**src/rtl/move_stack_lifo.sv**
```systemverilog
`default_nettype none
// ============================================================================
// Module      : move_stack_lifo
// Description : Circular-buffer LIFO of ant move codes used for backtracking.
// Revision    : 1.0 - initial parametrised release
// ============================================================================
module move_stack_lifo #(
    parameter int WIDTH     = 3,
    parameter int DEPTH     = 32,
    parameter bit OVERWRITE = 1'b1,
    parameter int CW        = $clog2(DEPTH + 1)
) (
    input  logic             clk,
    input  logic             rst_n,
    input  logic             clear,
    input  logic             push,
    input  logic             pop,
    input  logic [WIDTH-1:0] push_data,
    output logic [WIDTH-1:0] top_data,
    output logic [WIDTH-1:0] pop_data,
    output logic             pop_valid,
    output logic [CW-1:0]    count,
    output logic             empty,
    output logic             full,
    output logic             overflow,
    output logic             underflow
);

    localparam int            c_PW    = $clog2(DEPTH);
    localparam logic [c_PW-1:0] c_LAST = c_PW'(DEPTH - 1);
    localparam logic [CW-1:0] c_DEPTH = CW'(DEPTH);

    logic [WIDTH-1:0] r_mem [DEPTH];
    logic [c_PW-1:0]  r_head;
    logic [CW-1:0]    r_count;
    logic [WIDTH-1:0] r_pop_data;
    logic             r_pop_valid;
    logic             r_overflow;
    logic             r_underflow;

    logic [c_PW-1:0]  w_top_idx;
    logic [c_PW-1:0]  w_head_inc;
    logic [WIDTH-1:0] w_top_data;
    logic             w_empty;
    logic             w_full;
    logic [c_PW-1:0]  w_head_nxt;
    logic [CW-1:0]    w_count_nxt;
    logic             w_mem_we;
    logic [c_PW-1:0]  w_mem_addr;
    logic             w_do_pop;
    logic             w_ovf;
    logic             w_unf;

    // Explicit wrap so non-power-of-two depths index correctly.
    assign w_top_idx  = (r_head == '0)     ? c_LAST : r_head - 1'b1;
    assign w_head_inc = (r_head == c_LAST) ? '0     : r_head + 1'b1;

    assign w_empty    = (r_count == '0);
    assign w_full     = (r_count == c_DEPTH);
    assign w_top_data = w_empty ? '0 : r_mem[w_top_idx];

    always_comb begin
        w_head_nxt  = r_head;
        w_count_nxt = r_count;
        w_mem_we    = 1'b0;
        w_mem_addr  = r_head;
        w_do_pop    = 1'b0;
        w_ovf       = 1'b0;
        w_unf       = 1'b0;
        if (clear) begin
            w_count_nxt = '0;
        end else if (push && pop && !w_empty) begin
            // Replace top: pointer and occupancy are untouched.
            w_mem_we   = 1'b1;
            w_mem_addr = w_top_idx;
            w_do_pop   = 1'b1;
        end else if (push) begin
            if (!w_full) begin
                w_mem_we    = 1'b1;
                w_head_nxt  = w_head_inc;
                w_count_nxt = r_count + 1'b1;
            end else begin
                w_ovf = 1'b1;
                if (OVERWRITE) begin
                    w_mem_we   = 1'b1;
                    w_head_nxt = w_head_inc;
                end
            end
        end else if (pop) begin
            if (!w_empty) begin
                w_do_pop    = 1'b1;
                w_head_nxt  = w_top_idx;
                w_count_nxt = r_count - 1'b1;
            end else begin
                w_unf = 1'b1;
            end
        end
    end

    always_ff @(posedge clk) begin
        if (w_mem_we) begin
            r_mem[w_mem_addr] <= push_data;
        end
    end

    always_ff @(posedge clk or negedge rst_n) begin
        if (!rst_n) begin
            r_head      <= '0;
            r_count     <= '0;
            r_pop_data  <= '0;
            r_pop_valid <= 1'b0;
            r_overflow  <= 1'b0;
            r_underflow <= 1'b0;
        end else begin
            r_head      <= w_head_nxt;
            r_count     <= w_count_nxt;
            r_pop_valid <= w_do_pop;
            r_overflow  <= w_ovf;
            r_underflow <= w_unf;
            if (w_do_pop) begin
                r_pop_data <= w_top_data;
            end
        end
    end

    assign top_data  = w_top_data;
    assign pop_data  = r_pop_data;
    assign pop_valid = r_pop_valid;
    assign count     = r_count;
    assign empty     = w_empty;
    assign full      = w_full;
    assign overflow  = r_overflow;
    assign underflow = r_underflow;

endmodule
`default_nettype wire

```
**config.mk**
```make
export PLATFORM = sky130hd
export DESIGN_NAME = move_stack_lifo
export DESIGN_NICKNAME = d
export VERILOG_FILES = /design/src/rtl/move_stack_lifo.sv
export SDC_FILE = /design/constraint.sdc
export NUM_CORES = 1
export LEC_CHECK = 0
export ABC_AREA = 1
export CAP_MARGIN = 20
export CELL_PAD_IN_SITES_DETAIL_PLACEMENT = 1
export CELL_PAD_IN_SITES_GLOBAL_PLACEMENT = 1
export CORE_MARGIN = 2
export CORE_UTILIZATION = 35
export CTS_CLUSTER_DIAMETER = 150
export DETAILED_ROUTE_END_ITERATION = 8
export GPL_TIMING_DRIVEN = 0
export PLACE_DENSITY_LB_ADDON = 0.3
export SLEW_MARGIN = 10
export SYNTH_ARGS = -nofsm -noshare
export SYNTH_HDL_FRONTEND = slang
export SYNTH_SLANG_ARGS = --single-unit
```
**constraint.sdc**
```tcl
create_clock -name clk -period 4.2 [get_ports clk]
set_input_delay 0.63 -clock clk [delete_from_list [all_inputs] [get_ports clk]]
set_output_delay 0.63 -clock clk [all_outputs]
set_load 0.01 [all_outputs]
```
# After elaboration in Yosys (flattened, before gate mapping)
# Memory sizes are Yosys's and may differ from the RTL's.
# Index checks and enable logic that the tools add are counted.
# op_classes
addsub	4
n_reduce_logical	9
mux	33
n_bitwise	2
eq_ne	6
# op_table
cell	n
6-bit 2-to-1 mux	6
5-bit 2-to-1 mux	7
1-bit 2-to-1 mux	19
4-bit AND reduction	2
6-bit by 1-bit adder with 6-bit output (second input constant)	1
6-bit equality test (second input constant)	1
6-bit zero test	1
3-bit != test (second input constant)	2
6-bit by 1-bit subtractor with 6-bit output (second input constant)	1
5-bit by 1-bit adder with 5-bit output (second input constant)	1
5-bit equality test (second input constant)	1
5-bit zero test	1
5-bit by 1-bit subtractor with 5-bit output (second input constant)	1
2-bit != test (second input constant)	2
3-bit 2-to-1 mux	1
3-bit nonzero test	1
1-bit logical AND	2
1-bit inverter	2
2-bit nonzero test	1
1-bit zero test	1
# word_totals
ff_bits	17
ram_bits	96
input_bits	8
elab_cells	61
memories	1
out_inout_bits	17
# mem_list
memory	words	width	rd	rd_ports_with_merged_regs	write_ports	line_no	text
r_mem	32	3	1	0	1	33	logic [WIDTH-1:0] r_mem [DEPTH];

# Longest topological paths before layout
# logic_depth
word_depth	7
mapped_depth	15

# Worst setup path before layout
# OpenSTA, ideal clock, no wires.
# synth_timing
path_type	register -> output
startpoint	register r_head[0]
endpoint	output port top_data[0]
setup_slack_ps	1763
path_stages_with_launch	13
required_ps	3570
arrival_ps	1807
path_cell_list	dfrtp_1 inv_2 ha_1 buf_2 clkinv_1 clkbuf_1 nand3_1 nand2_1 nand2_1 nand3_1 nand3_1 nand2_1 nor2_1
# synth_via
elab_chain_cells	4
# synth_rtl
element	line_no	text
start: declaration	34	logic [c_PW-1:0] r_head;
start signal: assignment	115	r_head <= w_head_nxt;
5-bit by 1-bit subtractor with 5-bit output or 5-bit zero test (tied branches)	55	assign w_top_idx = (r_head == '0) ? c_LAST : r_head - 1'b1;
5-bit 2-to-1 mux *	55	
memory read 32 x 3 bit *	n/a	
3-bit 2-to-1 mux *	60	assign w_top_data = w_empty ? '0 : r_mem[w_top_idx];
end: declaration	19	output logic [WIDTH-1:0] top_data,
# Mark *: on every way between the ends. The rest lies on a longest branch, timed or not.

# Worst setup path in the final report
# layout_timing
startpoint	register r_head[0]
endpoint	output port top_data[1]
# The elaborated chain is that of the path after synthesis.

==> impl_metrics.toml <==
[synthesis]
synth_seq_cells = 113
synth_xor_area_frac = 0.0126
async_flop_share = 0.150
synth_compound_area_frac = 0.0366
synth_edf_count = 96
synth-main-ff-cell = "edfxtp_1"
synth_adder_area_share = 0.0197
synth_top_family_by_area = "simple AND/OR/NAND/NOR gates"
synth_area_per_cell_sq_um = 10.2
seq_area_frac_synth = 0.605
synthesis.area_sq_um = 5470
yosysWarnings = 0
yosys.area_share.simple = 0.267
synth_cell_type_count = 39
synth.area.mux_share = 0
synth_nets = 554
synthCells = 538

[global_routing]
grt_pass1_wl_um = 25400
grt_pass1_vias = 4400
busiest_layer = "met2"
use_met1 = 0.273
grt_max_degree = 33
grt_overflow_total = 0
grt_usage = 0.214
met3_usage = 0.0574
antenna_found_initial = 0
grtUsageMet2 = 0.354

[placement]
hpwlAfterDp_um = 11100
io_buffers = 24
routabilityCongestion = 0.874
dp_slack_ns = 0.441

[final_layout]
n_antenna_cell = 0
drive_above_1_share = 0.156
fillers = 1692
areaGrowthSynthToFinish_pct = 21.3
nets = 599

[cts]
cts_hold_buf = 0
cts_setup_buffers = 0
clkTransAtPathRegs_ns = 0.06
cts_buffer_depth = 2
h-tree-depth = 4
cts_root_buffer = "clkbuf_16"
clock_latency_ns = 0.43
clkSinkCount = 113
cts_tree = "done"
numCtsBuffers = 17

[floorplan]
core-area_sq_um = 15300
io_pins = 25
start_util = 0.358
rows = 45
die_area_sq_um = 16600
die_x_um = 129
fp.dieH_um = 129

[power]
p_comb_frac = 0.480
p_per_area_nw_per_um2 = 833
power_uw = 5520
switchingPower_uw = 2400
p_int_uw = 3130
clockPowerShare = 0.268
p_leak_uw = 0.00260
sequentialPowerShare = 0.252
swShare = 0.434
max-vdd-ir-drop_uv = 502

[timing]
relSlewSlack = 0.462
worst_slack_ns = 0.0947
fin_setup_tns_ns = 0
whs_ns = 0.498
timing.final.crit_share = 0.977
setup_viol = 0
skew_ns = 0.00620
rsz0062_at_grt = "no"
hold_viol = 0
slew_viol_final = 0
worstMarginPinSlew_ns = 0.805
min_period_ns = 4.11
fmax_ghz = 0.244

[setup_path]
setup.worst_path.class = "reg2out"
crit_path_max_incr_delay_ns = 0.53
cp.arrival_ns = 3.48
crit_top_cell = "nand3_1"
start_kind = "flip-flop"
path_max_fanout = 10
critical_path.endpoint_type = "output pin"
crit_path_top_delay_cell = "clkdlybuf4s50_1"
critPathRequiredTime_ns = 3.57
crit_chain = "inv_2 > ha_1 > buf_2 > clkinv_2 > clkbuf_1 > nand3_1 > nand3_1 > nand3_1 > nand3_1 > and3_1 > clkdlybuf4s50_1"
r2r_slack_ns = 1.26

[detailed_routing]
firstDrtPassIters = 5
wl_um = 16300
drt_iter0_drc = 335
vias_per_cell = 5.18
wl_per_cell_um = 20.2
drc = 0
ant_nets = 0
vias = 4180

[run]
cap_violations = 0

[hold_path]
hp-class = "reg2reg"

[status]
status = "finished clean"
-- area by class of cell --
type / count / area (sq um) / share of cell area
sequential: 113 / 3310 / 0.499
multi-input combinational: 357 / 1840 / 0.277
clock buffer: 17 / 425 / 0.0642
timing repair buffer: 26 / 290 / 0.0438
tap: 211 / 264 / 0.0398
clock inverter: 15 / 180 / 0.0272
inverter: 44 / 166 / 0.0251
buffer: 24 / 159 / 0.0240
-- critical path: cells and delay by family, from the launching register on --
family / cells / cell delay (ns)
DFF: 1 / 0.48
buffers and inverters: 5 / 1.49
and+or+nand+nor: 5 / 0.79
adders and majority gates: 1 / 0.29
-- cell usage in the layout (no fill, tap or decap), types with 2 or more instances in the layout --
cell type / instances
nand2_1: 123
nand3_1: 110
edfxtp_1: 96
nor2_1: 45
inv_1: 32
clkdlybuf4s50_1: 23
clkbuf_16: 17
dfrtp_1: 17
inv_2: 11
buf_2: 10
o21ai_0: 10
nand3b_1: 9
nand2_2: 7
ha_1: 7
nor2_4: 6
buf_6: 5
buf_4: 5
a21oi_1: 5
xor2_1: 5
clkinvlp_4: 5
inv_6: 4
nand2_4: 3
o211ai_1: 3
clkbuf_1: 3
nand4_1: 3
o22ai_1: 3
bufinv_16: 3
clkinv_2: 2
o21ai_2: 2
or2_2: 2
o21a_1: 2
buf_16: 2
-- Yosys cell counts, drive strengths merged, types with 3 or more instances --
cell,instances,share of area
o21ai,14,0.016
o211ai,3,0.0041
nand3,111,0.10
nand3b,9,0.012
xor2,5,0.0080
dfrtp,17,0.078
buf,20,0.026
clkbuf,4,0.0027
inv,43,0.030
nand2,133,0.099
edfxtp,96,0.53
nor2,52,0.044
nand4,4,0.0057
o22ai,4,0.0057
ha,7,0.016
a21oi,5,0.0046
-- metrics by stage --
step | instances | util | cell area, sq um
6_report | 807 | 0.435 | 6630
2_1_floorplan | 538 | - | 5470
3_3_place_gp | 773 | 0.391 | 5970
4_1_cts | 807 | 0.434 | 6630
3_5_place_dp | 775 | 0.395 | 6020
5_1_grt | 807 | 0.435 | 6630
-- state kept, by name, summed over array words and instances (netlist names) --
signal and cells:
underflow 1, r_mem 96, overflow 1, r_head 5
pop_valid 1, count 6, pop_data 3
-- path summary, 6_finish.rpt --
kind,startpoint,to,depth (start not counted)
worst min register to register,pop_data[0],pop_data[0],2
worst max register to register,r_head[0],r_mem[5][0],9
worst min-delay path,pop_data[0],pop_data[0],2
worst max-delay path,r_head[0],top_data[1],11
max in group asynchronous,rst_n,r_head[4],1
min in group asynchronous,rst_n,underflow,1
-- layer usage --
layer  wire [um]  vias up
met5           0        -
met4         314        0
met3         769       24
met2        7980      119
met1        7230     2097
li1            -     1940
-- what timing repair did --
item,CTS,global route
gates resized for setup,1,2
setup endpoints to repair,2,3
pin swaps,0,0
-- kinds of logic (layout without fill, tap and decap cells) --
group	Yosys count	in the layout
compound gates	30	30
xor+xnor	7	7
fa+ha+maj	8	8
buf+inv	68	126
flops	113	113
simple gates	312	312
-- power groups by stage --
stage / Sequential, uW / Combinational, uW / Clock (uW)
3_3_place_gp: 1410 / 2540 / 0
3_5_place_dp: 1410 / 2620 / 0
2_1_floorplan: 1410 / 1620 / 0
6_report: 1390 / 2650 / 1480
5_1_grt: 1400 / 2900 / 1560
4_1_cts: 1390 / 2640 / 1500
Note: power is estimated with default switching activity, not from simulation.
